==> src/rtl/nibble_mayor_ctrl_if.sv <==
// ----------------------------------------------------------------------------
// nibble_mayor_ctrl_if
// Bundles the request/result signals of the serial magnitude comparator.
//
// Parameter
//   WIDTH        operand width in bits (2..16)
//
// Signals
//   nm_start     request to start one comparison (requester -> comparator)
//   nm_a, nm_b   operands, sampled when a start is accepted
//   nm_busy      high while bits are being compared
//   nm_done      one-cycle pulse marking a valid result
//   nm_selector  1 = nm_b greater, 0 = nm_a greater or equal operands
//   nm_distintos 1 = operands differ
//   nm_mayor     greater operand (common value when equal)
//   nm_ciclos    bit positions compared in the last operation
//
// Modports
//   master       requester side (drives start and operands)
//   slave        comparator side (drives status and results)
// ----------------------------------------------------------------------------
interface nibble_mayor_ctrl_if #(
    parameter int WIDTH = 4
);
    logic             nm_start;
    logic [WIDTH-1:0] nm_a;
    logic [WIDTH-1:0] nm_b;
    logic             nm_busy;
    logic             nm_done;
    logic             nm_selector;
    logic             nm_distintos;
    logic [WIDTH-1:0] nm_mayor;
    logic [4:0]       nm_ciclos;

    modport master (
        output nm_start,
        output nm_a,
        output nm_b,
        input  nm_busy,
        input  nm_done,
        input  nm_selector,
        input  nm_distintos,
        input  nm_mayor,
        input  nm_ciclos
    );

    modport slave (
        input  nm_start,
        input  nm_a,
        input  nm_b,
        output nm_busy,
        output nm_done,
        output nm_selector,
        output nm_distintos,
        output nm_mayor,
        output nm_ciclos
    );
endinterface

==> src/rtl/nibble_mayor_ctrl.sv <==
// ----------------------------------------------------------------------------
// nibble_mayor_ctrl
// Serial magnitude comparator: compares two WIDTH-bit operands one bit per
// cycle, MSB first, and reports which one is greater, whether they differ,
// the greater value and how many bit positions were examined.
//
// Ports
//   CLK          single clock, rising edge
//   RESET        synchronous, active-high reset (wins over nm_start)
//   nm           nibble_mayor_ctrl_if.slave: start/operands in,
//                busy/done/selector/distintos/mayor/ciclos out
//
// Build option
//   NIBBLE_MAYOR_EARLY_EXIT_EN  when defined, a comparison ends right after
//                               the first differing bit; otherwise every
//                               comparison walks all WIDTH bits. Results are
//                               the same either way; only timing and
//                               nm_ciclos differ.
// ----------------------------------------------------------------------------
module nibble_mayor_ctrl #(
    parameter int WIDTH = 4
) (
    input logic                CLK,
    input logic                RESET,
    nibble_mayor_ctrl_if.slave nm
);

    localparam int IDX_W = (WIDTH > 1) ? $clog2(WIDTH) : 1;
    localparam logic [IDX_W-1:0] IDX_TOP = IDX_W'(WIDTH - 1);

    typedef enum logic [1:0] {
        IDLE = 2'd0,
        CMP  = 2'd1,
        DONE = 2'd2
    } state_t;

    state_t           state_reg, state_next;
    logic [WIDTH-1:0] a_reg, a_next;
    logic [WIDTH-1:0] b_reg, b_next;
    logic [IDX_W-1:0] idx_reg, idx_next;
    logic             decided_reg, decided_next;
    logic             sel_reg, sel_next;
    logic [4:0]       ciclos_reg, ciclos_next;
    logic             sel_out_reg, sel_out_next;
    logic             dist_out_reg, dist_out_next;
    logic [WIDTH-1:0] mayor_out_reg, mayor_out_next;

    // Per-bit difference of the latched operands; the FSM looks at one
    // position of this vector per cycle.
    logic [WIDTH-1:0] diff_vec;

    genvar gi;
    generate
        for (gi = 0; gi < WIDTH; gi++) begin : g_diff
            assign diff_vec[gi] = a_reg[gi] ^ b_reg[gi];
        end
    endgenerate

    logic bit_differs;
    logic bit_b;
    logic finish_cmp;

    assign bit_differs = diff_vec[idx_reg];
    assign bit_b       = b_reg[idx_reg];

    always_comb begin
        state_next     = state_reg;
        a_next         = a_reg;
        b_next         = b_reg;
        idx_next       = idx_reg;
        decided_next   = decided_reg;
        sel_next       = sel_reg;
        ciclos_next    = ciclos_reg;
        sel_out_next   = sel_out_reg;
        dist_out_next  = dist_out_reg;
        mayor_out_next = mayor_out_reg;
        finish_cmp     = 1'b0;

        case (state_reg)
            IDLE: begin
                if (nm.nm_start) begin
                    a_next       = nm.nm_a;
                    b_next       = nm.nm_b;
                    idx_next     = IDX_TOP;
                    decided_next = 1'b0;
                    sel_next     = 1'b0;
                    ciclos_next  = 5'd0;
                    state_next   = CMP;
                end
            end

            CMP: begin
                ciclos_next = ciclos_reg + 5'd1;
                // Only the first differing bit decides; a set decided flag
                // locks the selector for the rest of the walk.
                if (!decided_reg && bit_differs) begin
                    decided_next = 1'b1;
                    sel_next     = bit_b;
                end
`ifdef NIBBLE_MAYOR_EARLY_EXIT_EN
                finish_cmp = (idx_reg == '0) || (!decided_reg && bit_differs);
`else
                finish_cmp = (idx_reg == '0);
`endif
                if (finish_cmp) begin
                    // Results are captured from this cycle's decision so the
                    // deciding bit is included even when it is the last one.
                    state_next     = DONE;
                    sel_out_next   = sel_next;
                    dist_out_next  = decided_next;
                    mayor_out_next = sel_next ? b_reg : a_reg;
                end else begin
                    idx_next = idx_reg - 1'b1;
                end
            end

            DONE: begin
                state_next = IDLE;
            end

            default: begin
                state_next = IDLE;
            end
        endcase
    end

    always_ff @(posedge CLK) begin
        if (RESET) begin
            state_reg     <= IDLE;
            a_reg         <= '0;
            b_reg         <= '0;
            idx_reg       <= IDX_TOP;
            decided_reg   <= 1'b0;
            sel_reg       <= 1'b0;
            ciclos_reg    <= 5'd0;
            sel_out_reg   <= 1'b0;
            dist_out_reg  <= 1'b0;
            mayor_out_reg <= '0;
        end else begin
            state_reg     <= state_next;
            a_reg         <= a_next;
            b_reg         <= b_next;
            idx_reg       <= idx_next;
            decided_reg   <= decided_next;
            sel_reg       <= sel_next;
            ciclos_reg    <= ciclos_next;
            sel_out_reg   <= sel_out_next;
            dist_out_reg  <= dist_out_next;
            mayor_out_reg <= mayor_out_next;
        end
    end

    assign nm.nm_busy      = (state_reg == CMP);
    assign nm.nm_done      = (state_reg == DONE);
    assign nm.nm_selector  = sel_out_reg;
    assign nm.nm_distintos = dist_out_reg;
    assign nm.nm_mayor     = mayor_out_reg;
    assign nm.nm_ciclos    = ciclos_reg;

endmodule

==> src/flat_wrapper.sv <==
// flat-port wrapper written by rule: the top's interface ports become plain ports
module nibble_mayor_ctrl_flat 
#(
    parameter int WIDTH = 4
)
  (CLK, RESET, nm_nm_start, nm_nm_a, nm_nm_b, nm_nm_busy, nm_nm_done, nm_nm_selector, nm_nm_distintos, nm_nm_mayor, nm_nm_ciclos);
  nibble_mayor_ctrl_if #(.WIDTH(WIDTH)) nm_i ();
  input logic CLK;
  input logic RESET;
  input wire logic [$bits(nm_i.nm_start)-1:0] nm_nm_start;
  input wire logic [$bits(nm_i.nm_a)-1:0] nm_nm_a;
  input wire logic [$bits(nm_i.nm_b)-1:0] nm_nm_b;
  output wire logic [$bits(nm_i.nm_busy)-1:0] nm_nm_busy;
  output wire logic [$bits(nm_i.nm_done)-1:0] nm_nm_done;
  output wire logic [$bits(nm_i.nm_selector)-1:0] nm_nm_selector;
  output wire logic [$bits(nm_i.nm_distintos)-1:0] nm_nm_distintos;
  output wire logic [$bits(nm_i.nm_mayor)-1:0] nm_nm_mayor;
  output wire logic [$bits(nm_i.nm_ciclos)-1:0] nm_nm_ciclos;
  assign nm_i.nm_start = nm_nm_start;
  assign nm_i.nm_a = nm_nm_a;
  assign nm_i.nm_b = nm_nm_b;
  assign nm_nm_busy = nm_i.nm_busy;
  assign nm_nm_done = nm_i.nm_done;
  assign nm_nm_selector = nm_i.nm_selector;
  assign nm_nm_distintos = nm_i.nm_distintos;
  assign nm_nm_mayor = nm_i.nm_mayor;
  assign nm_nm_ciclos = nm_i.nm_ciclos;
  nibble_mayor_ctrl #(.WIDTH(WIDTH)) u_core (.CLK(CLK), .RESET(RESET), .nm(nm_i));
endmodule
==> config.mk <==
export PLATFORM = sky130hd
export DESIGN_NAME = nibble_mayor_ctrl_flat
export DESIGN_NICKNAME = d
export VERILOG_FILES = /design/src/rtl/nibble_mayor_ctrl_if.sv /design/src/rtl/nibble_mayor_ctrl.sv /design/src/flat_wrapper.sv
export SDC_FILE = /design/constraint.sdc
export NUM_CORES = 1
export LEC_CHECK = 0
export CAP_MARGIN = 20
export CORE_MARGIN = 1.5
export CORE_UTILIZATION = 54
export DETAILED_ROUTE_END_ITERATION = 6
export PLACE_DENSITY = 0.92
export SETUP_SLACK_MARGIN = 0.1
export SYNTH_ARGS = -nofsm -noshare
export SYNTH_HDL_FRONTEND = slang
export SYNTH_SLANG_ARGS = --single-unit
==> constraint.sdc <==
create_clock -name CLK -period 4.7 [get_ports CLK]
set_input_delay 0.94 -clock CLK [delete_from_list [all_inputs] [get_ports CLK]]
set_output_delay 0.94 -clock CLK [all_outputs]
set_load 0.05 [all_outputs]
Word level (Yosys, flattened, before mapping)

Index checks and enable logic that the tools add are counted.

Memory bits (read-only): 0
Bits in registers: 25
Memories kept: 0
Word-level logic and storage cells: 51
Output and inout port bits: 13
Bits in latches: 0
Bits in writable memories: 0
Bits of input ports: 11

Equality and inequality tests: 5
$add $sub $neg: 2
Bitwise logic cells: 4
Multiply operators: 0
Shift-type cells: 0
Reductions and logical operators: 10
$lt $le $gt $ge: 1
Muxes and demuxes: 19
Div/mod/pow operators: 0

Operators by type and width:

| cell                                                | number |
|---|---|
| one-hot mux 5 bit (2 select lines)                  | 1 |
| 2-to-1 mux 2 bit                                    | 4 |
| one-hot mux 2 bit (2 select lines)                  | 2 |
| AND reduction 2 bit                                 | 4 |
| 2-to-1 mux 1 bit                                    | 6 |
| adder 5 x 1 -> 5 bit, second input constant         | 1 |
| 2-to-1 mux 5 bit                                    | 1 |
| binary-select mux 1 bit (select 2 bit)              | 2 |
| logical NOT 2 bit                                   | 2 |
| 2-to-1 mux 4 bit                                    | 1 |
| != test 2 bit, second input constant                | 2 |
| one-hot mux 1 bit (2 select lines)                  | 2 |
| bitwise XOR 1 bit                                   | 4 |
| < comparator 2 x 3 -> 1 bit, second input constant  | 1 |
| AND reduction 3 bit                                 | 1 |
| equality test 2 x 1 -> 1 bit, second input constant | 1 |
| equality test 2 bit, second input constant          | 1 |
| != test 2 x 1 -> 1 bit, second input constant       | 1 |
| nonzero test 2 bit                                  | 1 |
| subtractor 2 x 1 -> 2 bit, second input constant    | 1 |
| logical AND 1 bit                                   | 1 |
| logical NOT 1 bit                                   | 1 |

Depth between registers and ports, before layout

Word-level depth: 7
Depth in mapped cells: 7
Depth with buffers taken out: 6

Least setup slack after synthesis

Ideal clock, no wire load.

Path kind: reg-to-output
Start point: register u_core.state_reg[1]
End point: output nm_nm_done
Required time: 3,760 ps
Slack: 2,510 ps
Data arrival time: 1,250 ps
Cell stages (with the launch flop): 3
Path buffers: 1
Cell sequence: dfxtp_1 -> clkbuf_1 -> nor2b_1

Longest elaborated chain between the ends: 1

Ends and longest elaborated chain:

| element                | RTL line                 | RTL |
|---|---|---|
| from (decl)            | nibble_mayor_ctrl.sv:37  | `state_t state_reg, state_next;` |
| from (signal assigned) | nibble_mayor_ctrl.sv:140 | `state_reg <= state_next;` |
| equality test 2 bit    | nibble_mayor_ctrl.sv:154 | `assign nm.nm_done = (state_reg == DONE);` |
| to (decl)              | flat_wrapper.sv:14       | `output wire logic [$bits(nm_i.nm_done)-1:0] nm_nm_done;` |

Every way passes these cells.

Final worst setup path

Start point: register u_core.state_reg[0]
End point: output nm_nm_busy

Longest elaborated chain between the ends: 1

Ends and longest elaborated chain:

| element                      | RTL line                 | RTL |
|---|---|---|
| equality test 2 x 1 -> 1 bit | nibble_mayor_ctrl.sv:153 | `assign nm.nm_busy = (state_reg == CMP);` |
| to (decl)                    | flat_wrapper.sv:13       | `output wire logic [$bits(nm_i.nm_busy)-1:0] nm_nm_busy;` |

Every way passes these cells.

==> metrics.txt <==
count of final max-slew check failures 0; ANT nets after route 0; maximum fanout encountered on the critical timing path 10; hold wc startpoint u_core.nm.nm_ciclos[4]; layout cell share with drive strength beyond 1 5.92%; number of distinct library cells after synthesis 33; GR Util All Layers 22.6%; filler cell count 182; portion of netlist area occupied by mux cells 7.22%; Port Buf Inserts 23; EDFF count, synth 0; main combinational cell family by area after synthesis simple AND/OR/NAND/NOR gates; floorplan die area 2640 sq um; nature of the critical path startpoint flip-flop; vias per cell 5.89; area share of and/or/nand/nor cells after synthesis 21.9%; number of warnings printed during yosys synthesis 0; highest-delay cell along the critical path sky130_fd_sc_hd__clkdlybuf4s50_1; post-synthesis sequential element count 25; Maximum Capacitance Violations 0; detail-routed net length per standard cell 13.3 um; post-route clock skew 5.83 ps; Max Clock Freq 339 MHz; total clock buffers created by CTS 3; CTS tree yes; synthesized-area fraction occupied by adder cells 1.98%; cell at the root of the clock tree sky130_fd_sc_hd__clkbuf_4; VDD IR max 198 uV; start point of the critical path u_core.state_reg[0]; clock input transition at the sequential cells of the worst setup and hold paths 120 ps; worst endpoint data arrival time 2010 ps; share of the synthesized area in the top cell type 39.6%; Async SR Flop Fraction 0%; Resized Gates After CTS 0; clock latency on the worst-skew pair 310 ps; kind of path behind the tightest hold check reg -> reg; growth of design area from synthesis to finish 19.5%; final hold slack 505 ps; final hold viol count 0; RSZ-0062 raised after global routing no; placement row count 17; post-synthesis average cell area 8.32 sq um; leading cell types in the layout, fill and taps excluded 25 x sky130_fd_sc_hd__dfxtp_1, 23 x sky130_fd_sc_hd__clkdlybuf4s50_1, 21 x sky130_fd_sc_hd__nand2_1, 17 x sky130_fd_sc_hd__a21oi_1, 11 x sky130_fd_sc_hd__nor2_1; top_reg_cell synth sky130_fd_sc_hd__dfxtp_1; ant diodes 0; initial drt markers 43; global route total overflow 0; total wire length after detailed routing 2620 um; number of global-route vias before repair 1061; placed standard-cell area 1490 sq um; number of ports placed on the die boundary 24; H-tree depth reported by CTS 1; setup slack after layout 1750 ps; xor/xnor cell area share of the yosys netlist 2.77%; Synth area leaders sky130_fd_sc_hd__dfxtp_1 40%, sky130_fd_sc_hd__a21oi_1 6.7%, sky130_fd_sc_hd__nand2_1 6.2%; status finished, final reports clean; cells along the critical path nand2b_1 > inv_1 > clkdlybuf4s50_1; Sink Count 25; area of the mapped netlist 1260 sq um; total leakage power 0.000542 uW; number of setup violations in the final report 0; total power draw 383 uW; top cell type by total area after synthesis sky130_fd_sc_hd__dfxtp_1; final-stage net count 183; most common library cell in the layout ignoring fill and taps sky130_fd_sc_hd__dfxtp_1; delay of the slowest critical-path stage 830 ps; sequential share of the synthesized area 39.6%; number of iterations in the first detailed-routing pass 5; Crit Path Class reg -> out; CTS Buffer Depth 2; Final HPWL DP 1920 um; Die X-Extent 51.4 um; wire length of the first global-routing pass 4570 um; # hold bufs at CTS 0; PD cells 253 nW/um^2; final critical-path required period 2950 ps; fraction of the mapped netlist area in compound gates 20.4%; Finished Cell Area 1510 sq um; total via count in the routed design 1160; synthesized netlist net count 165; kind of end point of the critical path primary output; period utilization 62.7%; effective utilization at floorplan 57.2%; launch instance of the worst register-to-register path u_core.idx_reg[1]; sum of negative setup slack 0 ps; floorplan die height 51.4 um; worst max-slew margin expressed relative to the limit 41.2%; number of cells produced by synthesis 152; pin count of the biggest net entering global routing 27; drc violations 0; area of the placeable core 2210 sq um; antenna violations before repair 0; worst slack at placement 2130 ps; Tightest Pin Transition 879 ps; required time at the worst-slack endpoint 3760 ps; Largest register FFs 5; final weighted congestion in routability-driven placement 0.808; setup repair bufs after CTS 0
metal layers:
| metal | vias to the layer above | part of all wire [%] | GRT usage [%] | wire length [um] |
|---|---|---|---|---|
| li1 | 574 | - | - | - |
| met1 | 544 | 45 | 28.0 | 1190 |
| met2 | 36 | 50 | 39.5 | 1300 |
| met3 | 6 | 3.3 | 2.05 | 87 |
| met4 | 0 | 1.5 | 10.1 | 39 |
| met5 | - | 0 | 0 | 0 |
power by group:
group	switching (uW)	total (uW)	internal, uW
registers	10.9	230	219
clock network	60.0	93.2	33.2
logic	32.2	59.8	27.6
Yosys cell counts, types with 3 or more instances:
cell and n:
sky130_fd_sc_hd__nor2_1 11, sky130_fd_sc_hd__inv_1 9, sky130_fd_sc_hd__nor4_1 4, sky130_fd_sc_hd__xnor2_1 4, sky130_fd_sc_hd__or2_2 3, sky130_fd_sc_hd__dfxtp_1 25
sky130_fd_sc_hd__a21oi_1 17, sky130_fd_sc_hd__nand3_1 3, sky130_fd_sc_hd__clkbuf_1 8, sky130_fd_sc_hd__nand2_1 21, sky130_fd_sc_hd__nor2b_1 5, sky130_fd_sc_hd__a211oi_1 9
sky130_fd_sc_hd__o41ai_1 4
area by class of cell:
class | count | area [sq um] | share of cell area, %
multi-input combinational | 108 | 686 | 45.4
sequential | 25 | 500 | 33.1
timing repair buffer | 23 | 230 | 15.2
tap | 28 | 35.0 | 2.32
inverter | 9 | 33.8 | 2.24
clock buffer | 4 | 26.3 | 1.74
stage by stage:
step,cells,utilization (%)
2_1_floorplan,152,-
6_report,197,68.3
5_1_grt,197,68.3
3_5_place_dp,193,67.1
4_1_cts,197,68.3
3_3_place_gp,193,67.1
kinds of logic (layout without fill, tap and decap cells):
group / count (synthesis) / in the layout
compound gates: 39 / 39
flops: 25 / 25
xor+xnor: 4 / 4
simple gates: 57 / 57
mux: 6 / 6
buf+inv: 19 / 36
fa+ha+maj: 2 / 2
worst max-delay path, delay by kind of cell (launching register included):
kind	cells	cell delay (ps)
buf+inv	2	1000
flops	1	530
simple gates	1	180
final timing paths:
check | to | slack (ps) | cells past startpoint
worst max-delay path | nm_nm_busy | 1750 | 3
worst max register to register | u_core.nm.nm_mayor[3] | 2590 | 6
worst min-delay path | u_core.nm.nm_ciclos[4] | 500 | 2
worst min register to register | u_core.nm.nm_ciclos[4] | 500 | 2
Note: power is estimated with default switching activity, not from simulation.
